**src/rtl/mc_ctrl_fsm.sv**
```systemverilog
// Multicycle MIPS control FSM: fetch/decode/execute/memory/writeback sequencing with wait states.
// Exceptions (overflow, invalid opcode, divide-by-zero) are built only when MC_CTRL_EXC_EN is defined.
module mc_ctrl_fsm #(
    parameter int unsigned MEM_WAIT = 1,
    parameter int unsigned STATE_W  = 5
) (
    input  logic               clk,
    input  logic               reset,
    input  logic [5:0]         opcode,
    input  logic [5:0]         funct,
    input  logic               overflow,
    input  logic               zero,
    input  logic               div_zero,
    input  logic               md_done,
    output logic               pc_write,
    output logic               pc_write_cond,
    output logic               ir_write,
    output logic               reg_write,
    output logic               mem_read,
    output logic               mem_write,
    output logic               load_ab,
    output logic               alu_out_we,
    output logic               mdr_we,
    output logic               epc_write,
    output logic               hilo_we,
    output logic               md_start,
    output logic               md_sel,
    output logic [1:0]         iord,
    output logic [1:0]         reg_dst,
    output logic [2:0]         mem_to_reg,
    output logic [1:0]         alu_src_a,
    output logic [1:0]         alu_src_b,
    output logic [2:0]         alu_op,
    output logic [1:0]         pc_src,
    output logic [1:0]         exc_cause,
    output logic [STATE_W-1:0] state_dbg
);

`ifdef MC_CTRL_EXC_EN
    localparam bit EXC_EN = 1'b1;
`else
    localparam bit EXC_EN = 1'b0;
`endif

    localparam bit         HAS_WAIT  = (MEM_WAIT != 0);
    localparam logic [2:0] WAIT_LAST = (MEM_WAIT == 0) ? 3'd0 : 3'(MEM_WAIT - 1);

    typedef enum logic [STATE_W-1:0] {
        S_RST, S_FETCH, S_WAIT_F, S_IR_LD, S_DECODE, S_EXEC_R, S_EXEC_I, S_WB_R, S_WB_I,
        S_MEM_ADDR, S_MEM_RD, S_WAIT_M, S_MDR_LD, S_LD_WB, S_MEM_WR, S_BRANCH, S_JUMP,
        S_MD_START, S_MD_WAIT, S_MD_WB, S_EXC_EPC, S_EXC_WAIT, S_EXC_MDR, S_EXC_LD
    } state_t;

    state_t     state_q, state_d;
    logic [2:0] cnt_q, cnt_d;
    logic [1:0] cause_q, cause_d;

    logic r_type, op_add, op_sub, op_and, op_mult, op_div;
    logic op_addi, op_addiu, op_beq, op_lw, op_sw, op_j, div_trap;
    logic unused_zero;

    // zero feeds the datapath's branch qualification alongside pc_write_cond
    assign unused_zero = zero;

    assign r_type   = (opcode == 6'h00);
    assign op_add   = r_type && (funct == 6'h20);
    assign op_sub   = r_type && (funct == 6'h22);
    assign op_and   = r_type && (funct == 6'h24);
    assign op_mult  = r_type && (funct == 6'h18);
    assign op_div   = r_type && (funct == 6'h1A);
    assign op_addi  = (opcode == 6'h08);
    assign op_addiu = (opcode == 6'h09);
    assign op_beq   = (opcode == 6'h04);
    assign op_lw    = (opcode == 6'h23);
    assign op_sw    = (opcode == 6'h2B);
    assign op_j     = (opcode == 6'h02);
    assign div_trap = EXC_EN && op_div && div_zero;

    always_ff @(posedge clk) begin
        if (reset) begin
            state_q <= S_RST;
            cnt_q   <= '0;
            cause_q <= '0;
        end else begin
            state_q <= state_d;
            cnt_q   <= cnt_d;
            cause_q <= cause_d;
        end
    end

    always_comb begin
        state_d = state_q;
        cnt_d   = '0;
        cause_d = cause_q;
        case (state_q)
            S_RST:      state_d = S_FETCH;
            S_FETCH:    state_d = HAS_WAIT ? S_WAIT_F : S_IR_LD;
            S_WAIT_F:   if (cnt_q == WAIT_LAST) state_d = S_IR_LD; else cnt_d = cnt_q + 3'd1;
            S_IR_LD:    state_d = S_DECODE;
            S_DECODE: begin
                if (op_add || op_sub || op_and)  state_d = S_EXEC_R;
                else if (op_mult || op_div)      state_d = S_MD_START;
                else if (op_addi || op_addiu)    state_d = S_EXEC_I;
                else if (op_lw || op_sw)         state_d = S_MEM_ADDR;
                else if (op_beq)                 state_d = S_BRANCH;
                else if (op_j)                   state_d = S_JUMP;
                else if (EXC_EN) begin
                    state_d = S_EXC_EPC;
                    cause_d = 2'b00;
                end else                         state_d = S_FETCH;
            end
            S_EXEC_R: begin
                if (EXC_EN && overflow && (op_add || op_sub)) begin
                    state_d = S_EXC_EPC;
                    cause_d = 2'b01;
                end else state_d = S_WB_R;
            end
            S_EXEC_I: begin
                if (EXC_EN && overflow && op_addi) begin
                    state_d = S_EXC_EPC;
                    cause_d = 2'b01;
                end else state_d = S_WB_I;
            end
            S_WB_R, S_WB_I: state_d = S_FETCH;
            S_MEM_ADDR: state_d = op_lw ? S_MEM_RD : S_MEM_WR;
            S_MEM_RD:   state_d = HAS_WAIT ? S_WAIT_M : S_MDR_LD;
            S_WAIT_M:   if (cnt_q == WAIT_LAST) state_d = S_MDR_LD; else cnt_d = cnt_q + 3'd1;
            S_MDR_LD:   state_d = S_LD_WB;
            S_LD_WB, S_MEM_WR, S_BRANCH, S_JUMP, S_MD_WB, S_EXC_LD: state_d = S_FETCH;
            S_MD_START: begin
                if (div_trap) begin
                    state_d = S_EXC_EPC;
                    cause_d = 2'b10;
                end else state_d = S_MD_WAIT;
            end
            S_MD_WAIT:  if (md_done) state_d = S_MD_WB;
            // Vector byte is captured into MDR after the wait, so EXC_LD can use pc_src=11
            S_EXC_EPC:  state_d = HAS_WAIT ? S_EXC_WAIT : S_EXC_MDR;
            S_EXC_WAIT: if (cnt_q == WAIT_LAST) state_d = S_EXC_MDR; else cnt_d = cnt_q + 3'd1;
            S_EXC_MDR:  state_d = S_EXC_LD;
            default:    state_d = S_RST;
        endcase
    end

    always_comb begin
        pc_write      = 1'b0;
        pc_write_cond = 1'b0;
        ir_write      = 1'b0;
        reg_write     = 1'b0;
        mem_read      = 1'b0;
        mem_write     = 1'b0;
        load_ab       = 1'b0;
        alu_out_we    = 1'b0;
        mdr_we        = 1'b0;
        epc_write     = 1'b0;
        hilo_we       = 1'b0;
        md_start      = 1'b0;
        md_sel        = 1'b0;
        iord          = 2'b00;
        reg_dst       = 2'b00;
        mem_to_reg    = 3'b000;
        alu_src_a     = 2'b00;
        alu_src_b     = 2'b00;
        alu_op        = 3'b000;
        pc_src        = 2'b00;
        case (state_q)
            S_RST:      begin reg_write = 1'b1; reg_dst = 2'b10; mem_to_reg = 3'b111; end
            S_FETCH:    mem_read = 1'b1;
            S_IR_LD:    begin ir_write = 1'b1; pc_write = 1'b1; alu_src_b = 2'b01; alu_op = 3'b001; end
            S_DECODE:   begin load_ab = 1'b1; alu_out_we = 1'b1; alu_src_b = 2'b11; alu_op = 3'b001; end
            S_EXEC_R:   begin alu_src_a = 2'b01; alu_out_we = 1'b1; end
            S_EXEC_I:   begin alu_src_a = 2'b01; alu_src_b = 2'b10; alu_out_we = 1'b1; end
            S_WB_R:     begin reg_write = 1'b1; reg_dst = 2'b01; end
            S_WB_I:     reg_write = 1'b1;
            S_MEM_ADDR: begin
                alu_src_a = 2'b01; alu_src_b = 2'b10; alu_op = 3'b001; alu_out_we = 1'b1;
            end
            S_MEM_RD:   begin mem_read = 1'b1; iord = 2'b01; end
            S_MDR_LD:   mdr_we = 1'b1;
            S_LD_WB:    begin reg_write = 1'b1; mem_to_reg = 3'b001; end
            S_MEM_WR:   begin mem_write = 1'b1; iord = 2'b01; end
            S_BRANCH:   begin alu_op = 3'b010; pc_write_cond = 1'b1; pc_src = 2'b01; end
            S_JUMP:     begin pc_write = 1'b1; pc_src = 2'b10; end
            // A trapping div must never launch the unit, so the strobe is qualified here
            S_MD_START: begin md_start = !div_trap; md_sel = op_div && !div_trap; end
            S_MD_WB:    hilo_we = 1'b1;
            S_EXC_EPC:  begin
                epc_write = EXC_EN; alu_src_b = 2'b01; alu_op = 3'b010;
                mem_read = 1'b1; iord = 2'b10;
            end
            S_EXC_MDR:  mdr_we = 1'b1;
            S_EXC_LD:   begin pc_write = 1'b1; pc_src = 2'b11; end
            default:    ;
        endcase
    end

    assign exc_cause = EXC_EN ? cause_q : 2'b00;
    assign state_dbg = state_q;

endmodule

```
**config.mk**
```make
export PLATFORM = sky130hd
export DESIGN_NAME = mc_ctrl_fsm
export DESIGN_NICKNAME = d
export VERILOG_FILES = /design/src/rtl/mc_ctrl_fsm.sv
export SDC_FILE = /design/constraint.sdc
export NUM_CORES = 1
export LEC_CHECK = 0
export ABC_AREA = 0
export ABC_CLOCK_PERIOD_IN_PS = 2650
export BUFFER_PORTS_ARGS = -buffer_cell sky130_fd_sc_hd__buf_2
export CELL_PAD_IN_SITES_DETAIL_PLACEMENT = 0
export CELL_PAD_IN_SITES_GLOBAL_PLACEMENT = 1
export CORE_MARGIN = 2
export CORE_UTILIZATION = 31
export DETAILED_ROUTE_END_ITERATION = 6
export GPL_ROUTABILITY_DRIVEN = 0
export HOLD_SLACK_MARGIN = 0.1
export PLACE_DENSITY_LB_ADDON = 0.12
export SLEW_MARGIN = 20
export SYNTH_ARGS = -nofsm -noshare
export SYNTH_HDL_FRONTEND = slang
export SYNTH_SLANG_ARGS = --single-unit
```
**constraint.sdc**
```tcl
create_clock -name clk -period 2.65 [get_ports clk]
set_clock_uncertainty 0.2 [all_clocks]
set_input_delay 0.6625 -clock clk [delete_from_list [all_inputs] [get_ports clk]]
set_output_delay 0.6625 -clock clk [all_outputs]
set_load 0.005 [all_outputs]
```
==> summary.md <==
| Metric | Value |
|---|---|
| Outcome | `completed` |
| Hold Vio Cnt, Final | `0` |
| Post-route DRC | `0` |
| Top cells by area, synth | `dfxtp_1 (15%), nor2_1 (7.2%), a21oi_1 (5.9%), buf_4 (5.5%), nor2b_1 (4.5%)` |
| Critical Path Start Type | `primary input` |
| Min-delay worst type | `reg -> reg` |
| Port bufs | `45` |
| DP Area | `1390 um^2` |
| Worst hold path stage count | `1` |
| Top-area cell type share of the netlist area | `0.145` |
| Worst-path clk slew | `0.05 ns` |
| P&R area growth vs syn | `31.7%` |
| Placement Rows | `21` |
| GRT overflow | `0` |
| Crit share post-route | `0.989` |
| Buffers & Inverters on Critical Path | `2` |
| Worst Path Arrival | `1.76 ns` |
| CTS tree | `built` |
| Global-route wire length before repair | `5220 um` |
| Fill cells | `392` |
| Flops & latches, synth | `8` |
| Hold path startpoint | `cnt_q[0]$_SDFF_PP0_` |
| Post-Route WL | `3110 um` |
| Setup TNS | `0 ns` |
| Syn Area/Cell | `6.75 um^2` |
| IO Pins | `54` |
| DR vias/cell | `4.95` |
| Crit path max fanout | `2` |
| First DRT Iteration DRCs | `77` |
| Clock sink total | `8` |
| FF/Latch Area | `163 um^2` |
| Pre-antenna DRT Iters | `4` |
| Finish-stage setup viols | `0` |
| Vias | `1277` |
| Cells after synthesis | `163` |
| Largest net degree at the start of global routing | `19` |
| FFs w/ async S/R, synth | `0` |
| Setup slack at placement | `-0.00956 ns` |
| Post-synthesis cell type count | `48` |
| FF-to-FF setup slack | `0.80 ns` |
| Max-cap violations | `0` |
| Post-Syn Area | `1100 um^2` |
| H-tree levels | `1` |
| Die Y | `63.6 um` |
| Non-filler cells, final | `258` |
| Starting density of the core | `0.327` |
| Critical path class | `in -> out` |
| Crit path largest cell delay | `0.53 ns` |
| Initial antenna violation count | `0` |
| Req. time, crit path | `1.79 ns` |
| Cell taking the most area after synthesis | `dfxtp_1` |
| Count leader, synth | `nor2_1` |
| Maximum clock frequency | `0.382 GHz` |
| Leak | `0.677 nW` |
| EDFF count, synth | `0` |
| Pwr dens | `302 nW/um^2` |
| R2r endpoint | `state_dbg[2]$_SDFFE_PP0P_` |
| Insertion delay to the later sink of the worst-skew pair | `0.25 ns` |
| Worst setup margin | `0.0302 ns` |
| HPWL Detailed | `2520 um` |
| Reg2reg start | `state_dbg[3]$_SDFFE_PP0P_` |
| Inst Count DP | `252` |
| Avg WL per Cell | `12.1 um` |
| Kind of cell adding the most delay to the critical path | `simple AND/OR/NAND/NOR gates` |
| Vias in the first global route | `1166` |
| Area of the multi-input gates | `835 um^2` |
| Final Max Tran Viols | `0` |
| Top_reg_cell synth | `dfxtp_1` |
| Synth warn | `0` |
| Critical-path cell list | `buf_6, or4_4, nand2b_4, nor2_1, and3_1, buf_2` |
| Post-synthesis sequential area ratio | `0.145` |
| Peak supply drop | `183 uV` |
| Post-route design area | `1450 um^2` |
| Hold Path Sink | `cnt_q[0]$_SDFF_PP0_` |
| CTS Buf Count | `3` |
| GR Util All Layers | `0.155` |
| CP Capture Type | `primary output` |
| Total Nets Final | `234` |
| R2R cell count | `7` |
| Layout cells sized above 1 | `0.349` |
| Root Buffer | `clkbuf_4` |
| Die X-Extent | `63.6 um` |
| Die outline area | `4040 um^2` |
| Min cycle time layout | `2.62 ns` |
| Synth cell count leaders | `nor2_1 (21), a21oi_1 (13), nand2_1 (13)` |
| Crit path max-delay cell type | `or4_4` |
| ANT cells | `0` |
| Clk buf depth | `2` |
| Core Region | `3360 um^2` |
| Antenna viol nets, final | `0` |
what timing repair did:
| action | in CTS | in global routing |
|---|---|---|
| cloned | 0 | 0 |
| hold buffers | 0 | 0 |
| gates resized for setup | 0 | 5 |
| pin swaps | 2 | 2 |
| setup endpoints to repair | 1 | 6 |
| setup buffers | 1 | 2 |
metal layers:
| metal | share of wire | global-route usage | up-vias |
|---|---|---|---|
| met5 | 0 | 0 | - |
| met4 | 0 | 0.0245 | 0 |
| met3 | 0.038 | 0.0179 | 0 |
| met2 | 0.48 | 0.258 | 24 |
| met1 | 0.48 | 0.218 | 586 |
| li1 | - | - | 667 |
cell type report:
type                    instances  share of cell area
inverters                       4              0.0104
repair buffers                 61               0.247
well taps                      46              0.0397
multi-input cells             136               0.575
flip-flops and latches          8               0.112
clock buffers                   3              0.0155
metrics by stage:
stage	total power, mW	util	hold slack [ns]
final	0.438	0.431	0.239
after global routing	0.476	0.431	0.260
after CTS	0.440	0.421	0.241
after detailed placement	0.346	0.412	0.234
after global placement	0.345	0.412	0.228
after floorplan	0.278	-	0.217
kinds of logic after synthesis:
group                    after synthesis  synth area share
multiplexers                           1            0.0102
flip-flops                             8             0.145
AO/OA/AOI/OAI                         41             0.233
buffers and inverters                 23             0.115
XOR/XNOR                               3            0.0239
other                                  1           0.00341
adder cells (fa/ha/maj)                2            0.0227
AND/OR/NAND/NOR                       84             0.447
worst max-delay path by stage:
stage	startpoint	to	slack [ns]	cells after the start
after floorplan	opcode[3]	md_sel	0.21	4
after global placement	opcode[3]	md_sel	-0.01	6
after detailed placement	opcode[3]	md_sel	-0.01	6
after CTS	funct[0]	md_sel	0.008	6
after global routing	opcode[3]	md_sel	-0.004	6
final	opcode[3]	md_sel	0.03	6
power by group:
part / leakage (nW) / total, mW / internal (mW) / switching [mW]
Combinational: 0.597 / 0.201 / 0.101 / 0.0995
Clock: 0.0138 / 0.0899 / 0.0516 / 0.0383
Sequential: 0.0658 / 0.148 / 0.127 / 0.0209
registers in the layout (all words and copies together) (netlist names):
signal,cells
state_dbg,5
cnt_q,3
placed cells by master (no fill, tap or decap), types with 5 or more instances in the layout:
cell type / instances
a21oi_1: 13
buf_2: 43
buf_4: 16
conb_1: 5
dfxtp_1: 6
nand2_1: 13
nand3_1: 8
nor2_1: 21
nor2b_1: 8
o21ai_0: 5
Power figures use the tool's default switching activity.
